**config.mk**
```make
export PLATFORM = sky130hd
export DESIGN_NAME = pipe_hazard_ctrl
export DESIGN_NICKNAME = d
export VERILOG_FILES = /design/src/rtl/pipe_hazard_ctrl.sv
export SDC_FILE = /design/constraint.sdc
export NUM_CORES = 1
export LEC_CHECK = 0
export ABC_CLOCK_PERIOD_IN_PS = 5900
export CAP_MARGIN = 40
export CORE_MARGIN = 2
export CORE_UTILIZATION = 41
export CTS_CLUSTER_SIZE = 16
export DETAILED_ROUTE_END_ITERATION = 16
export DONT_BUFFER_PORTS = 1
export GPL_TIMING_DRIVEN = 0
export PLACE_DENSITY = 0.61
export SYNTH_ARGS = -nofsm -noshare
export SYNTH_HDL_FRONTEND = slang
export SYNTH_SLANG_ARGS = --single-unit
```
**constraint.sdc**
```tcl
create_clock -name clk -period 5.9 [get_ports clk]
set_input_delay 1.18 -clock clk [delete_from_list [all_inputs] [get_ports clk]]
set_output_delay 1.18 -clock clk [all_outputs]
set_load 0.01 [all_outputs]
```
**src/rtl/pipe_hazard_ctrl.sv**
```systemverilog
// pipe_hazard_ctrl: stall/flush sequencer for the 5-stage pipeline latches and fetch PC.
module pipe_hazard_ctrl #(
    parameter int MULTI_LAT   = 4,
    parameter int MEM_TIMEOUT = 64,
    parameter int CNT_W       = 16
) (
    input  logic             clk,
    input  logic             rst,
    input  logic [3:0]       id_rx,
    input  logic [3:0]       id_ry,
    input  logic             id_use_x,
    input  logic             id_use_y,
    input  logic [3:0]       ex_rd,
    input  logic             ex_load,
    input  logic             ex_multi,
    input  logic             ex_redirect,
    input  logic             mm_req,
    input  logic             mm_ready,
    output logic [1:0]       ifid_ctr,
    output logic [1:0]       idex_ctr,
    output logic [1:0]       exmm_ctr,
    output logic [1:0]       mmwb_ctr,
    output logic             pc_hold,
    output logic             pc_redirect,
    output logic             mem_err,
    output logic [CNT_W-1:0] stall_cnt
);
    localparam int MW = $clog2(MEM_TIMEOUT + 1);
    localparam logic [1:0] ADV = 2'b00, HOLD = 2'b01, FLSH = 2'b10;
    typedef enum logic [1:0] {RUN, MULTI, MEMW} state_t;
    state_t st_q, st_d, saved_q, saved_d;
    logic [3:0] mc_q, mc_d;
    logic [MW-1:0] mw_q, mw_d;
    logic err_q, err_d;
    logic [CNT_W-1:0] cnt_q, cnt_d;
    logic memw, lu, rel, mul_hold;
    always_comb begin
        memw = mm_req && !mm_ready;
        lu = ex_load && ((id_use_x && id_rx == ex_rd) || (id_use_y && id_ry == ex_rd));
        rel = st_q == MEMW && !memw;
        mul_hold = (st_q == MULTI && mc_q != 4'd0) || (st_q == RUN && ex_multi);
        // Past the first four terms the state is RUN or a finishing MULTI, both of which act as RUN.
        {ifid_ctr, idex_ctr, exmm_ctr, mmwb_ctr, pc_hold, pc_redirect} =
            rst         ? {FLSH, FLSH, FLSH, FLSH, 1'b1, 1'b0} :
            memw        ? {HOLD, HOLD, HOLD, FLSH, 1'b1, 1'b0} :
            rel         ? 10'd0 :
            mul_hold    ? {HOLD, HOLD, FLSH, ADV, 1'b1, 1'b0} :
            ex_redirect ? {FLSH, FLSH, ADV, ADV, 1'b0, 1'b1} :
            lu          ? {HOLD, FLSH, ADV, ADV, 1'b1, 1'b0} : 10'd0;
        st_d = st_q;
        saved_d = saved_q;
        mc_d = mc_q;
        mw_d = mw_q;
        err_d = err_q;
        if (memw) begin
            st_d = MEMW;
            saved_d = st_q == MEMW ? saved_q : st_q;
            mw_d = mw_q == MW'(MEM_TIMEOUT) ? mw_q : mw_q + 1'b1;
            err_d = err_q || mw_d == MW'(MEM_TIMEOUT);
        end else if (rel) begin
            st_d = saved_q;
            mw_d = '0;
        end else if (st_q == MULTI) begin
            st_d = mc_q == 4'd0 ? RUN : MULTI;
            mc_d = mc_q == 4'd0 ? mc_q : mc_q - 1'b1;
        end else if (ex_multi) begin
            st_d = MULTI;
            mc_d = 4'(MULTI_LAT - 2);
        end
        // IF/ID is held in every hold pattern, so it alone flags a stall cycle.
        cnt_d = (ifid_ctr == HOLD && !(&cnt_q)) ? cnt_q + 1'b1 : cnt_q;
    end
    always_ff @(posedge clk) begin
        if (rst) begin
            st_q <= RUN;
            saved_q <= RUN;
            mc_q <= '0;
            mw_q <= '0;
            err_q <= 1'b0;
            cnt_q <= '0;
        end else begin
            st_q <= st_d;
            saved_q <= saved_d;
            mc_q <= mc_d;
            mw_q <= mw_d;
            err_q <= err_d;
            cnt_q <= cnt_d;
        end
    end
    assign mem_err = err_q;
    assign stall_cnt = cnt_q;
endmodule

```
# Word-level counts from Yosys, hierarchy flattened
# Index checks and enable logic that the tools add are counted.
[op_classes]
n_addsub = 3
n_eq_ne = 8
mux = 17
bitwise = 3
reduce_logical = 25
[ops]
columns = ["cell", "count"]
rows = [
  ["10-bit two-way mux", 5],
  ["7-bit two-way mux", 3],
  ["16-bit by 1-bit adder with 16-bit output (second input constant)", 1],
  ["16-bit AND reduction", 1],
  ["7-bit equality test (second input constant)", 2],
  ["4-bit two-way mux", 3],
  ["9-bit two-way mux", 1],
  ["4-bit equality test", 2],
  ["1-bit logical AND", 8],
  ["2-bit two-way mux", 4],
  ["4-bit nonzero test", 2],
  ["7-bit by 1-bit adder with 7-bit output (second input constant)", 1],
  ["2-bit by 1-bit equality test with 1-bit output (second input constant)", 2],
  ["4-bit zero test", 1],
  ["4-bit AND reduction", 1],
  ["2-bit nonzero test", 2],
  ["4-bit by 1-bit subtractor with 4-bit output (second input constant)", 1],
  ["1-bit zero test", 3],
  ["1-bit logical OR", 3],
  ["1-bit NOT", 3],
  ["3-bit nonzero test", 1],
  ["2-bit equality test (second input constant)", 1],
  ["2-bit zero test", 1],
  ["2-bit inequality test (second input constant)", 1],
  ["other kinds (3)", 3],
]
[word_totals]
regBits = 32
out_inout_bits = 27
elab_cells = 63

# Longest topological paths before layout
[depth]
word_depth = 12
mapped_depth = 8
depth_no_buf = 8

# Worst setup path after synthesis
# No wires, ideal clock.
[synth_timing]
kind = "input port to output port"
startpoint = "input mm_ready"
endpoint = "output ifid_ctr[0]"
t_arrival_ns = 2.377
required_ns = 4.720
setup_slack_ns = 2.343
cell_stages = 6
n_path_buf = 2
path_cell_list = "nand2b_1 -> buf_2 -> a2111o_1 -> o211a_1 -> buf_6 -> a21oi_1"
[synth_via]
elab_chain_cells = 7
[synth_lines]
columns = ["element", "line_no", "rtl"]
rows = [
  ["start: declaration", "18", "input logic mm_ready,"],
  ["1-bit zero test *", "38", "memw = mm_req && !mm_ready;"],
  ["1-bit logical AND *", "38", ""],
  ["1-bit zero test", "40", "rel = st_q == MEMW && !memw;"],
  ["1-bit logical AND", "40", ""],
  ["10-bit two-way mux", "46", "rel ? 10'd0 :"],
  ["10-bit two-way mux *", "45", "memw ? {HOLD, HOLD, HOLD, FLSH, 1'b1, 1'b0} :"],
  ["10-bit two-way mux *", "44", "rst ? {FLSH, FLSH, FLSH, FLSH, 1'b1, 1'b0} :"],
  ["end: declaration", "19", "output logic [1:0] ifid_ctr,"],
]
# Mark *: on every way between the ends. The rest lies on a longest branch, timed or not.

# Worst setup path after layout
[layout_timing]
startpoint = "input rst"
endpoint = "output idex_ctr[0]"
[layout_via]
elab_chain_cells = 1
[layout_lines]
columns = ["element", "line_no", "rtl"]
rows = [
  ["start: declaration", "8", "input logic rst,"],
  ["10-bit two-way mux", "44", ""],
  ["end: declaration", "20", "output logic [1:0] idex_ctr,"],
]
# No other way between the ends.

==> results.cfg <==
[timing]
setup_ws_ns = 2.19
slew_violations = 0
fin_crit_ns = 3.71
relSlewSlack_pct = 50.9
tightest_slew_ns = 0.731
fmax_ghz = 0.269
setup_viol = 0
period_share_pct = 62.9
holdWs_ns = 0.480
fin_setup_tns_ns = 0
rsz0062_at_grt = no
fin_worst_skew_ns = 0.00590
final_hold_viol_count = 0

[clocking]
clk_pin_slew_ns = 0.07
hold_buffers = 0
clk_path_buf_depth = 2
cts_root_buffer = clkbuf_8
post-cts-setup-buffers = 0
cts.sinks = 32
h-tree-depth = 2
cts_resized = 0
cts_tree = yes
clock_latency_ns = 0.28
cts_buffers = 5

[logic_synthesis]
yosysUniqueCellTypes = 46
synthTopCellsByArea = dfxtp_1, xnor2_1, nor2_1, a21oi_1, nand3_1
ys.flop_type = dfxtp_1
synth_nets = 264
synth_top_area_share_pct = 32.9
ys_top_cells_by_count = dfxtp_1, nor2_1
syn_inst = 238
yosysTopAreaCell = dfxtp_1
synth_seq_cells = 32
async_flop_share_pct = 0
synth_area_sq_um = 1940
yosys_warnings = 0
synth_edf_count = 0
synth.most_common_cell = dfxtp_1
avgSynthCellArea_sq_um = 8.17
ys_seq_area_share_pct = 32.9

[placement]
dp_slack_ns = 2.14
io_buffers = 0
gp_congestion = 0.776
dpl.cell_count = 292
dpl-instance-area_sq_um = 2010
dp_hpwl_um = 3270

[final_layout]
multi_input_area_sq_um = 1200
fill_cells = 467
final_nets = 271
syn2layout_area_growth_pct = 9.97
post-route-util_pct = 45.9
drive_gt1_share_pct = 9.76
final_area_sq_um = 2140
final_cells = 300
diodes = 0
seqCellArea_sq_um = 641

[worst_setup_path]
reg2reg_to = stall_cnt[15]
endpoint_kind = output pin
startpoint = rst
startpoint_type = input port
r2r-start = st_q[0]
reg2reg_depth = 8
worstSetupPathType = in2out
critPathMaxFanout = 10
crit_required_ns = 4.72
cp-endpoint = idex_ctr[0]
critPathArrivalTime_ns = 2.53
rrSetupSlack_ns = 3.54

[hold_path]
holdCritPathClass = reg2reg

[global_route]
grtUsageMet1_pct = 23.5
grt.overflow.total = 0
grt.total_usage_pct = 17.6
grt_pass1_vias = 1614
antenna_found_initial = 0
use_met2_pct = 27.6
use_met3_pct = 4.42
grt_pass1_wl_um = 7370
busiest_layer = met2
grt_max_degree = 11

[die]
start_util_pct = 41.7
rows = 25
core_sq_um = 4660
fp.dieArea_sq_um = 5310
die_y_um = 72.9
io_pins = 48
fp.dieW_um = 72.9

[route]
dr.pass1.iters = 5
viasPerCell = 5.75
wirelength_um = 4410
wl_per_cell_um = 14.7
drc = 0
vias = 1725
dr.first_iter.drc_count = 130
ant_nets = 0

[power]
leakage_nw = 0.794
power_density_nw_per_um2 = 252
finalPower_uw = 539
peakVddDrop_uv = 173

[run_status]
status = completed

[job]
cap_violations = 0
## area by class of cell
cell class	count	area share, %
Buffer	14	3.45
Clock inverter	1	1.40
Tap cell	54	3.16
Inverter	8	1.40
Clock buffer	7	4.51
Sequential cell	32	30.0
Multi-Input combinational cell	184	56.1
## how the worst min path moves through the flow
stage                     slack [ns]  depth (start not counted)  startpoint          to
after floorplan                 0.45                          2  saved_q[1]  saved_q[1]
after global placement          0.47                          2  saved_q[0]  saved_q[0]
after detailed placement        0.47                          2  saved_q[0]  saved_q[0]
after CTS                       0.48                          2  saved_q[0]  saved_q[0]
after global routing            0.52                          2  saved_q[0]  saved_q[0]
final                           0.48                          2  saved_q[0]  saved_q[0]
## where the power goes
part | internal [mW] | switching (mW) | leakage (nW)
clock network | 0.149 | 0.0853 | 0.0645
logic | 0.0286 | 0.0429 | 0.470
registers | 0.223 | 0.0102 | 0.259
total | 0.400 | 0.138 | 0.794
## flip-flops by register name (all words and copies together) (netlist names)
signal and flops:
st_q 2, mc_q 4, mw_q 7, mem_err 1
saved_q 2, stall_cnt 16
## cell usage in the layout, fill, tap and decap left out, types with 2 or more instances in the layout
cell / instances
dfxtp_1: 32
nor2_1: 27
nand3_1: 13
nand2_1: 13
a21oi_1: 13
xnor2_1: 13
o21ai_0: 11
clkbuf_1: 9
inv_1: 8
nor2b_1: 7
and3_1: 7
nor3_1: 7
nand4_1: 7
clkbuf_8: 7
a211oi_1: 6
xor2_1: 5
ha_1: 5
o31ai_1: 4
a31o_2: 4
mux2i_1: 4
nor4b_1: 4
a31oi_1: 3
mux2_1: 3
buf_6: 2
buf_2: 2
nand2b_1: 2
and4_1: 2
and2_1: 2
or3_1: 2
a22o_1: 2
nand3b_1: 2
mux2_2: 2
## metal layers
layer	share of wire, %	wire length [um]
met5	0	0
met4	2.1	93
met3	7.0	308
met2	45	1980
met1	46	2020
## worst max-delay path: stages
cell	delay (ns)
clkbuf_1	0.30
clkbuf_1	0.43
clkbuf_1	0.44
a21oi_1	0.18
## logic make-up (layout without fill, tap and decap cells)
group	Yosys count	in the layout	share of synthesized area, %
simple gates	98	98	26.4
compound gates	53	53	18.9
flops	32	32	32.9
buf+inv	22	30	5.34
xor+xnor	18	18	8.11
mux	9	9	4.95
fa+ha+maj	5	5	3.22
other cells	1	1	0.193
Power figures use the tool's default switching activity.
